--- config.mk ---
export PLATFORM = sky130hd
export DESIGN_NAME = mem_arbiter_flat
export DESIGN_NICKNAME = d
export VERILOG_FILES = /design/src/rtl/mem_arbiter_if.sv /design/src/rtl/mem_arbiter.sv /design/src/flat_wrapper.sv
export SDC_FILE = /design/constraint.sdc
export NUM_CORES = 1
export LEC_CHECK = 0
export BUFFER_PORTS_ARGS = -buffer_cell sky130_fd_sc_hd__buf_2
export CORE_AREA = 4 4 156 158
export CTS_CLUSTER_SIZE = 12
export DETAILED_ROUTE_END_ITERATION = 16
export DIE_AREA = 0 0 160 162
export PLACE_DENSITY = 0.68
export SKIP_LAST_GASP = 1
export SLEW_MARGIN = 20
export SYNTH_ARGS = -nofsm -noshare
export SYNTH_HDL_FRONTEND = slang
export SYNTH_SLANG_ARGS = --single-unit
--- constraint.sdc ---
create_clock -name clk -period 2.3 [get_ports clk]
set_input_delay 0.46 -clock clk [delete_from_list [all_inputs] [get_ports clk]]
set_output_delay 0.46 -clock clk [all_outputs]
set_load 0.05 [all_outputs]
--- src/rtl/mem_arbiter_if.sv ---
// ============================================================================
//  Module   : mem_arbiter_if
//  Purpose  : Cache-side and memory-side bus bundle for mem_arbiter.
//  Revision : 1.0 - initial release
// ============================================================================
`default_nettype none

interface mem_arbiter_if #(
  parameter int LINE_WORDS = 4
) ();
  logic                       i_rd_req;
  logic [31:0]                i_rd_addr;
  logic                       i_rd_rdy;
  logic                       i_ret_valid;
  logic                       i_ret_last;
  logic [31:0]                i_ret_data;

  logic                       d_rd_req;
  logic [31:0]                d_rd_addr;
  logic                       d_rd_rdy;
  logic                       d_ret_valid;
  logic                       d_ret_last;
  logic [31:0]                d_ret_data;

  logic                       d_wr_req;
  logic [31:0]                d_wr_addr;
  logic [32*LINE_WORDS-1:0]   d_wr_data;
  logic                       d_wr_rdy;
  logic                       d_wr_done;

  logic                       m_req;
  logic                       m_we;
  logic [31:0]                m_addr;
  logic                       m_ack;
  logic                       m_wvalid;
  logic [31:0]                m_wdata;
  logic                       m_wlast;
  logic                       m_wready;
  logic                       m_bvalid;
  logic                       m_rvalid;
  logic [31:0]                m_rdata;
  logic                       m_rlast;

  // Arbiter view
  modport slave (
    input  i_rd_req, i_rd_addr, d_rd_req, d_rd_addr,
           d_wr_req, d_wr_addr, d_wr_data,
           m_ack, m_wready, m_bvalid, m_rvalid, m_rdata, m_rlast,
    output i_rd_rdy, i_ret_valid, i_ret_last, i_ret_data,
           d_rd_rdy, d_ret_valid, d_ret_last, d_ret_data,
           d_wr_rdy, d_wr_done,
           m_req, m_we, m_addr, m_wvalid, m_wdata, m_wlast
  );

  // Caches plus memory view
  modport master (
    output i_rd_req, i_rd_addr, d_rd_req, d_rd_addr,
           d_wr_req, d_wr_addr, d_wr_data,
           m_ack, m_wready, m_bvalid, m_rvalid, m_rdata, m_rlast,
    input  i_rd_rdy, i_ret_valid, i_ret_last, i_ret_data,
           d_rd_rdy, d_ret_valid, d_ret_last, d_ret_data,
           d_wr_rdy, d_wr_done,
           m_req, m_we, m_addr, m_wvalid, m_wdata, m_wlast
  );
endinterface

`default_nettype wire

--- src/rtl/mem_arbiter.sv ---
// ============================================================================
//  Module   : mem_arbiter
//  Purpose  : Single-outstanding arbiter between ICache/DCache line reads,
//             DCache writebacks and one memory port.
//  Options  : MEM_ARB_ROUND_ROBIN_EN - round-robin between D-read and I-read
//  Revision : 1.0 - initial release
// ============================================================================
`default_nettype none

module mem_arbiter #(
  parameter int LINE_WORDS = 4
) (
  input  logic            clk,
  input  logic            rst,
  mem_arbiter_if.slave    bus,
  output logic            busy
);

  localparam int              CW         = $clog2(LINE_WORDS);
  localparam int              OFFS       = CW + 2;
  localparam logic [31:0]     ALIGN_MASK = ~((32'd1 << OFFS) - 32'd1);
  localparam logic [CW-1:0]   LAST_BEAT  = CW'(LINE_WORDS - 1);
  localparam logic            OWN_I      = 1'b0;
  localparam logic            OWN_D      = 1'b1;

  typedef enum logic [2:0] {
    IDLE    = 3'd0,
    RD_ADDR = 3'd1,
    RD_DATA = 3'd2,
    WR_ADDR = 3'd3,
    WR_DATA = 3'd4,
    WR_RESP = 3'd5
  } state_e;

  state_e                       state_q, state_d;
  logic [31:0]                  addr_q, addr_d;
  logic                         owner_q, owner_d;
  logic [LINE_WORDS-1:0][31:0]  line_q, line_d;
  logic [CW-1:0]                cnt_q, cnt_d;
  logic                         grant_d_rd;

`ifdef MEM_ARB_ROUND_ROBIN_EN
  // rr_q set means the ICache is favoured on the next tie
  logic rr_q, rr_d;
  assign grant_d_rd = bus.d_rd_req && (!bus.i_rd_req || !rr_q);
`else
  assign grant_d_rd = bus.d_rd_req;
`endif

  assign busy = (state_q != IDLE);

  always_ff @(posedge clk) begin
    if (rst) begin
      state_q <= IDLE;
      addr_q  <= '0;
      owner_q <= OWN_I;
      line_q  <= '0;
      cnt_q   <= '0;
`ifdef MEM_ARB_ROUND_ROBIN_EN
      rr_q    <= 1'b0;
`endif
    end else begin
      state_q <= state_d;
      addr_q  <= addr_d;
      owner_q <= owner_d;
      line_q  <= line_d;
      cnt_q   <= cnt_d;
`ifdef MEM_ARB_ROUND_ROBIN_EN
      rr_q    <= rr_d;
`endif
    end
  end

  always_comb begin
    state_d         = state_q;
    addr_d          = addr_q;
    owner_d         = owner_q;
    line_d          = line_q;
    cnt_d           = cnt_q;
`ifdef MEM_ARB_ROUND_ROBIN_EN
    rr_d            = rr_q;
`endif
    bus.i_rd_rdy    = 1'b0;
    bus.d_rd_rdy    = 1'b0;
    bus.d_wr_rdy    = 1'b0;
    bus.i_ret_valid = 1'b0;
    bus.i_ret_last  = 1'b0;
    bus.i_ret_data  = '0;
    bus.d_ret_valid = 1'b0;
    bus.d_ret_last  = 1'b0;
    bus.d_ret_data  = '0;
    bus.d_wr_done   = 1'b0;
    bus.m_req       = 1'b0;
    bus.m_we        = 1'b0;
    bus.m_addr      = '0;
    bus.m_wvalid    = 1'b0;
    bus.m_wdata     = '0;
    bus.m_wlast     = 1'b0;

    case (state_q)
      IDLE: begin
        // Grants are suppressed while reset is held so no rdy leaks out
        if (!rst) begin
          if (bus.d_wr_req) begin
            bus.d_wr_rdy = 1'b1;
            addr_d       = bus.d_wr_addr & ALIGN_MASK;
            owner_d      = OWN_D;
            line_d       = bus.d_wr_data;
            state_d      = WR_ADDR;
          end else if (grant_d_rd) begin
            bus.d_rd_rdy = 1'b1;
            addr_d       = bus.d_rd_addr & ALIGN_MASK;
            owner_d      = OWN_D;
            state_d      = RD_ADDR;
`ifdef MEM_ARB_ROUND_ROBIN_EN
            rr_d         = 1'b1;
`endif
          end else if (bus.i_rd_req) begin
            bus.i_rd_rdy = 1'b1;
            addr_d       = bus.i_rd_addr & ALIGN_MASK;
            owner_d      = OWN_I;
            state_d      = RD_ADDR;
`ifdef MEM_ARB_ROUND_ROBIN_EN
            rr_d         = 1'b0;
`endif
          end
        end
      end

      RD_ADDR: begin
        bus.m_req  = 1'b1;
        bus.m_addr = addr_q;
        if (bus.m_ack) state_d = RD_DATA;
      end

      RD_DATA: begin
        if (owner_q == OWN_D) begin
          bus.d_ret_valid = bus.m_rvalid;
          bus.d_ret_last  = bus.m_rvalid && bus.m_rlast;
          bus.d_ret_data  = bus.m_rdata;
        end else begin
          bus.i_ret_valid = bus.m_rvalid;
          bus.i_ret_last  = bus.m_rvalid && bus.m_rlast;
          bus.i_ret_data  = bus.m_rdata;
        end
        if (bus.m_rvalid && bus.m_rlast) state_d = IDLE;
      end

      WR_ADDR: begin
        bus.m_req  = 1'b1;
        bus.m_we   = 1'b1;
        bus.m_addr = addr_q;
        if (bus.m_ack) begin
          cnt_d   = '0;
          state_d = WR_DATA;
        end
      end

      WR_DATA: begin
        bus.m_wvalid = 1'b1;
        bus.m_wdata  = line_q[cnt_q];
        bus.m_wlast  = (cnt_q == LAST_BEAT);
        if (bus.m_wready) begin
          if (cnt_q == LAST_BEAT) begin
            cnt_d   = '0;
            state_d = WR_RESP;
          end else begin
            cnt_d   = cnt_q + 1'b1;
          end
        end
      end

      WR_RESP: begin
        if (bus.m_bvalid) begin
          bus.d_wr_done = 1'b1;
          state_d       = IDLE;
        end
      end

      default: state_d = IDLE;
    endcase
  end

endmodule

`default_nettype wire

--- src/flat_wrapper.sv ---
// flat-port wrapper written by rule: the top's interface ports become plain ports
module mem_arbiter_flat 
#(
  parameter int LINE_WORDS = 4
)
  (clk, rst, busy, bus_i_rd_req, bus_i_rd_addr, bus_d_rd_req, bus_d_rd_addr, bus_d_wr_req, bus_d_wr_addr, bus_d_wr_data, bus_m_ack, bus_m_wready, bus_m_bvalid, bus_m_rvalid, bus_m_rdata, bus_m_rlast, bus_i_rd_rdy, bus_i_ret_valid, bus_i_ret_last, bus_i_ret_data, bus_d_rd_rdy, bus_d_ret_valid, bus_d_ret_last, bus_d_ret_data, bus_d_wr_rdy, bus_d_wr_done, bus_m_req, bus_m_we, bus_m_addr, bus_m_wvalid, bus_m_wdata, bus_m_wlast);
  mem_arbiter_if #(.LINE_WORDS(LINE_WORDS)) bus_i ();
  input  logic clk;
  input  logic rst;
  output logic busy;
  input wire logic [$bits(bus_i.i_rd_req)-1:0] bus_i_rd_req;
  input wire logic [$bits(bus_i.i_rd_addr)-1:0] bus_i_rd_addr;
  input wire logic [$bits(bus_i.d_rd_req)-1:0] bus_d_rd_req;
  input wire logic [$bits(bus_i.d_rd_addr)-1:0] bus_d_rd_addr;
  input wire logic [$bits(bus_i.d_wr_req)-1:0] bus_d_wr_req;
  input wire logic [$bits(bus_i.d_wr_addr)-1:0] bus_d_wr_addr;
  input wire logic [$bits(bus_i.d_wr_data)-1:0] bus_d_wr_data;
  input wire logic [$bits(bus_i.m_ack)-1:0] bus_m_ack;
  input wire logic [$bits(bus_i.m_wready)-1:0] bus_m_wready;
  input wire logic [$bits(bus_i.m_bvalid)-1:0] bus_m_bvalid;
  input wire logic [$bits(bus_i.m_rvalid)-1:0] bus_m_rvalid;
  input wire logic [$bits(bus_i.m_rdata)-1:0] bus_m_rdata;
  input wire logic [$bits(bus_i.m_rlast)-1:0] bus_m_rlast;
  output wire logic [$bits(bus_i.i_rd_rdy)-1:0] bus_i_rd_rdy;
  output wire logic [$bits(bus_i.i_ret_valid)-1:0] bus_i_ret_valid;
  output wire logic [$bits(bus_i.i_ret_last)-1:0] bus_i_ret_last;
  output wire logic [$bits(bus_i.i_ret_data)-1:0] bus_i_ret_data;
  output wire logic [$bits(bus_i.d_rd_rdy)-1:0] bus_d_rd_rdy;
  output wire logic [$bits(bus_i.d_ret_valid)-1:0] bus_d_ret_valid;
  output wire logic [$bits(bus_i.d_ret_last)-1:0] bus_d_ret_last;
  output wire logic [$bits(bus_i.d_ret_data)-1:0] bus_d_ret_data;
  output wire logic [$bits(bus_i.d_wr_rdy)-1:0] bus_d_wr_rdy;
  output wire logic [$bits(bus_i.d_wr_done)-1:0] bus_d_wr_done;
  output wire logic [$bits(bus_i.m_req)-1:0] bus_m_req;
  output wire logic [$bits(bus_i.m_we)-1:0] bus_m_we;
  output wire logic [$bits(bus_i.m_addr)-1:0] bus_m_addr;
  output wire logic [$bits(bus_i.m_wvalid)-1:0] bus_m_wvalid;
  output wire logic [$bits(bus_i.m_wdata)-1:0] bus_m_wdata;
  output wire logic [$bits(bus_i.m_wlast)-1:0] bus_m_wlast;
  assign bus_i.i_rd_req = bus_i_rd_req;
  assign bus_i.i_rd_addr = bus_i_rd_addr;
  assign bus_i.d_rd_req = bus_d_rd_req;
  assign bus_i.d_rd_addr = bus_d_rd_addr;
  assign bus_i.d_wr_req = bus_d_wr_req;
  assign bus_i.d_wr_addr = bus_d_wr_addr;
  assign bus_i.d_wr_data = bus_d_wr_data;
  assign bus_i.m_ack = bus_m_ack;
  assign bus_i.m_wready = bus_m_wready;
  assign bus_i.m_bvalid = bus_m_bvalid;
  assign bus_i.m_rvalid = bus_m_rvalid;
  assign bus_i.m_rdata = bus_m_rdata;
  assign bus_i.m_rlast = bus_m_rlast;
  assign bus_i_rd_rdy = bus_i.i_rd_rdy;
  assign bus_i_ret_valid = bus_i.i_ret_valid;
  assign bus_i_ret_last = bus_i.i_ret_last;
  assign bus_i_ret_data = bus_i.i_ret_data;
  assign bus_d_rd_rdy = bus_i.d_rd_rdy;
  assign bus_d_ret_valid = bus_i.d_ret_valid;
  assign bus_d_ret_last = bus_i.d_ret_last;
  assign bus_d_ret_data = bus_i.d_ret_data;
  assign bus_d_wr_rdy = bus_i.d_wr_rdy;
  assign bus_d_wr_done = bus_i.d_wr_done;
  assign bus_m_req = bus_i.m_req;
  assign bus_m_we = bus_i.m_we;
  assign bus_m_addr = bus_i.m_addr;
  assign bus_m_wvalid = bus_i.m_wvalid;
  assign bus_m_wdata = bus_i.m_wdata;
  assign bus_m_wlast = bus_i.m_wlast;
  mem_arbiter #(.LINE_WORDS(LINE_WORDS)) u_core (.clk(clk), .rst(rst), .bus(bus_i), .busy(busy));
endmodule
==> flow_metrics.py <==
metrics = {
    "routing": {
        "wl_um": 28280,
        "avgViaCountPerCell": 4.825,
        "detail-route-antenna-nets": 0,
        "drt_iter0_drc": 341,
        "drc_errors": 0,
        "wl_per_cell_um": 17.13,
        "route.vias.total": 7966,
        "first_pass_iters": 4,
    },
    "timing": {
        "skew_ns": 0.009929,
        "rsz0062_at_grt": "true",
        "fmax_mhz": 427.3,
        "timing.final.hold_violations": 0,
        "relSlewSlack": 0.5987,
        "tightest_slew_ns": 0.6019,
        "setup_viol": 6,
        "final-max-slew-violation-count": 0,
        "postLayoutSetupSlackWorst_ns": -0.04011,
        "fin_crit_sh": 1.017,
        "period_needed_ns": 2.340,
    },
    "synth": {
        "syn-cell-area_um2": 7989,
        "yosys_warnings": 0,
        "synth_xor_area_frac": 0,
        "synth_compound_area_frac": 0.1081,
        "synthSimpleGateAreaFrac": 0.2702,
        "synth-adder-area-share": 0.001566,
        "synth_top_family_by_area": "simple AND/OR/NAND/NOR gates",
        "synth_mux_area_frac": 0.1629,
        "ys_seq_elements": 162,
        "ys_seq_area_frac": 0.4060,
        "avgSynthCellArea_um2": 8.119,
        "ys_types": 31,
        "synth_cells": 984,
    },
    "clock_tree": {
        "clk_path_buf_depth": 2,
        "cts_tree": "yes",
        "cts_root_buf": "clkbuf_16",
        "insertion_delay_ns": 0.42,
        "clock_sinks": 162,
        "htreeDepth": 4,
        "postCtsHoldBufs": 0,
        "path_clk_slew_ns": 0.07,
        "cts_made_buffers": 17,
    },
    "cells_and_area": {
        "nets": 1616,
        "syn_to_final_growth_pct": 46.39,
        "multi_input_area_um2": 4448,
        "fillers": 2226,
        "finish.utilization": 0.5058,
        "final_cells": 1651,
        "insertedDiodeCount": 0,
        "regArea_um2": 3253,
        "drive_gt1_frac": 0.3887,
    },
    "setup_path": {
        "path_cells": "buf_12 -> buf_4 -> mux4_2 -> and2_4 -> buf_6",
        "slowest_delay_ns": 0.49,
        "required_ns": 1.84,
        "endpoint_kind": "primary output",
        "criticalPathCategory": "register to primary output",
        "arrival_ns": 1.88,
        "start_kind": "register",
        "crit_family": "multiplexers",
        "cp_max_fo": 8,
        "worst-path-buf-inv": 3,
        "crit_slowest_cell": "mux4_2",
        "r2r_slack_ns": 0.49,
    },
    "job": {
        "maxCapViolCount": 0,
    },
    "floorplanning": {
        "num_rows": 56,
        "die_h_um": 162,
        "dieArea_um2": 25920,
        "dieWidth_um": 160,
        "core_um2": 23120,
        "initial_core_util": 0.3455,
        "io_pins": 407,
    },
    "power_and_ir_drop": {
        "p_leak_nw": 5.381,
        "total_power_mw": 11.46,
        "powerDensity_nw_per_um2": 980.1,
        "ir_drop_v": 0.0005332,
    },
    "run_status": {
        "failed_checks": "setup timing",
        "outcome": "finished, violations left",
    },
    "placed_design": {
        "port-buffer-count": 390,
        "gp_congestion": 0.8393,
        "placed_cells": 1604,
        "hpwlAfterDp_um": 20250,
    },
    "global_routing": {
        "grt_max_degree": 129,
        "grt_overflow": 0,
        "grt_usage": 0.2086,
        "grt_pass1_vias": 7864,
        "grt_pass1_wl_um": 42950,
        "antenna_found_initial": 6,
    },
    "worst_hold_path": {
        "hold_path_class": "input port to register",
    },
}
state kept, by name, summed over array words and instances (netlist names):
register and count:
u_core.state_q 3, u_core.owner_q 1, u_core.addr_q 28, u_core.line_q 128, u_core.cnt_q 2
cell families (layout without fill, tap and decap cells):
group | Yosys count | count (layout)
buffers and inverters | 90 | 464
AO/OA/AOI/OAI | 167 | 167
multiplexers | 90 | 90
AND/OR/NAND/NOR | 473 | 473
other | 1 | 4
flip-flops | 162 | 162
adder cells (fa/ha/maj) | 1 | 1
metal layers:
metal	global-route usage	wire length, um
met5	0	63
met1	0.2506	11550
met3	0.07079	2255
met2	0.3572	13860
met4	0.05944	541
stage by stage:
| step | area [um2] | worst slack [ns] | setup TNS [ns] | hold WS (ns) |
|---|---|---|---|---|
| floorplan | 8011 | -0.1461 | -0.1461 | 0.4331 |
| global placement | 10450 | 0.3370 | 0 | 0.4391 |
| detailed placement | 10450 | 0.3166 | 0 | 0.4457 |
| CTS | 11440 | -0.07336 | -0.3860 | 0.2536 |
| global route | 11700 | -0.1060 | -1.416 | 0.2562 |
| finish | 11700 | -0.04011 | -0.1702 | 0.2665 |
cells in the mapped netlist (all sizes together):
master,number,share of area
conb,1,0.00047
a22oi,1,0.00094
and2,130,0.10
a2111oi,1,0.0011
nor3,5,0.0038
inv,4,0.0019
a31oi,1,0.00078
a32oi,2,0.0031
o21ai,31,0.019
ha,1,0.0016
nor2b,3,0.0023
mux2i,58,0.073
a21oi,130,0.081
clkbuf,50,0.024
or4b,1,0.0013
and3,3,0.0023
nand2b,2,0.0016
nor3b,1,0.0023
buf,36,0.025
dfxtp,162,0.41
a32o,1,0.0013
nor4b,1,0.0011
mux4,32,0.090
nor2,34,0.016
nand2,293,0.14
final cells by class:
| type | count | share of cell area |
|---|---|---|
| Clock inverter | 14 | 0.01829 |
| Timing Repair Buffer | 429 | 0.2545 |
| Sequential cell | 162 | 0.2782 |
| Clock buffer | 17 | 0.03638 |
| Inverter | 4 | 0.001284 |
| Tap cell | 290 | 0.03103 |
| Multi-Input combinational cell | 735 | 0.3803 |
worst reg2reg max path, delay by kind of cell, from the launching register on:
kind | cells | cell delay [ns]
AO/OA/AOI/OAI | 3 | 0.66
adder cells (fa/ha/maj) | 1 | 0.17
buffers and inverters | 3 | 0.42
flip-flops | 1 | 0.38
AND/OR/NAND/NOR | 1 | 0.07
repair_timing:
action,4_1_cts,5_1_grt
cloned,3,1
setup endpoints to repair,104,119
setup buffers,8,6
resized for setup,75,116
pin swaps,0,1
cell usage in the layout (no fill, tap or decap), types with 2 or more instances in the layout:
cell type	instances
o21ai_0	30
bufinv_16	4
nand2_1	292
clkbuf_16	17
buf_4	52
mux4_2	32
nor2b_1	2
buf_6	31
inv_6	5
dfxtp_2	2
buf_16	2
inv_8	3
mux2i_1	58
conb_1	4
nor3_1	3
and2_1	107
inv_1	4
and2_4	23
a21oi_1	130
dfxtp_4	2
clkbuf_4	6
buf_8	7
buf_2	306
nor2_1	32
buf_12	25
dfxtp_1	158
and3_1	3
power by group:
part	total (mW)	internal, mW	switching [mW]
clock	3.13	1.86	1.28
sequential	3.71	3.39	0.315
combinational	4.62	1.71	2.92
path summary, 6_finish.rpt:
path,startpoint,to,cells after the start
setup / recovery,u_core.cnt_q[1],bus_m_wdata[19],5
hold / removal,bus_d_wr_data[124],u_core.line_q[124],3
setup reg to reg,u_core.cnt_q[1],u_core.state_q[0],8
hold reg to reg,u_core.line_q[4],u_core.line_q[4],2
(Power assumes the default switching activity.)
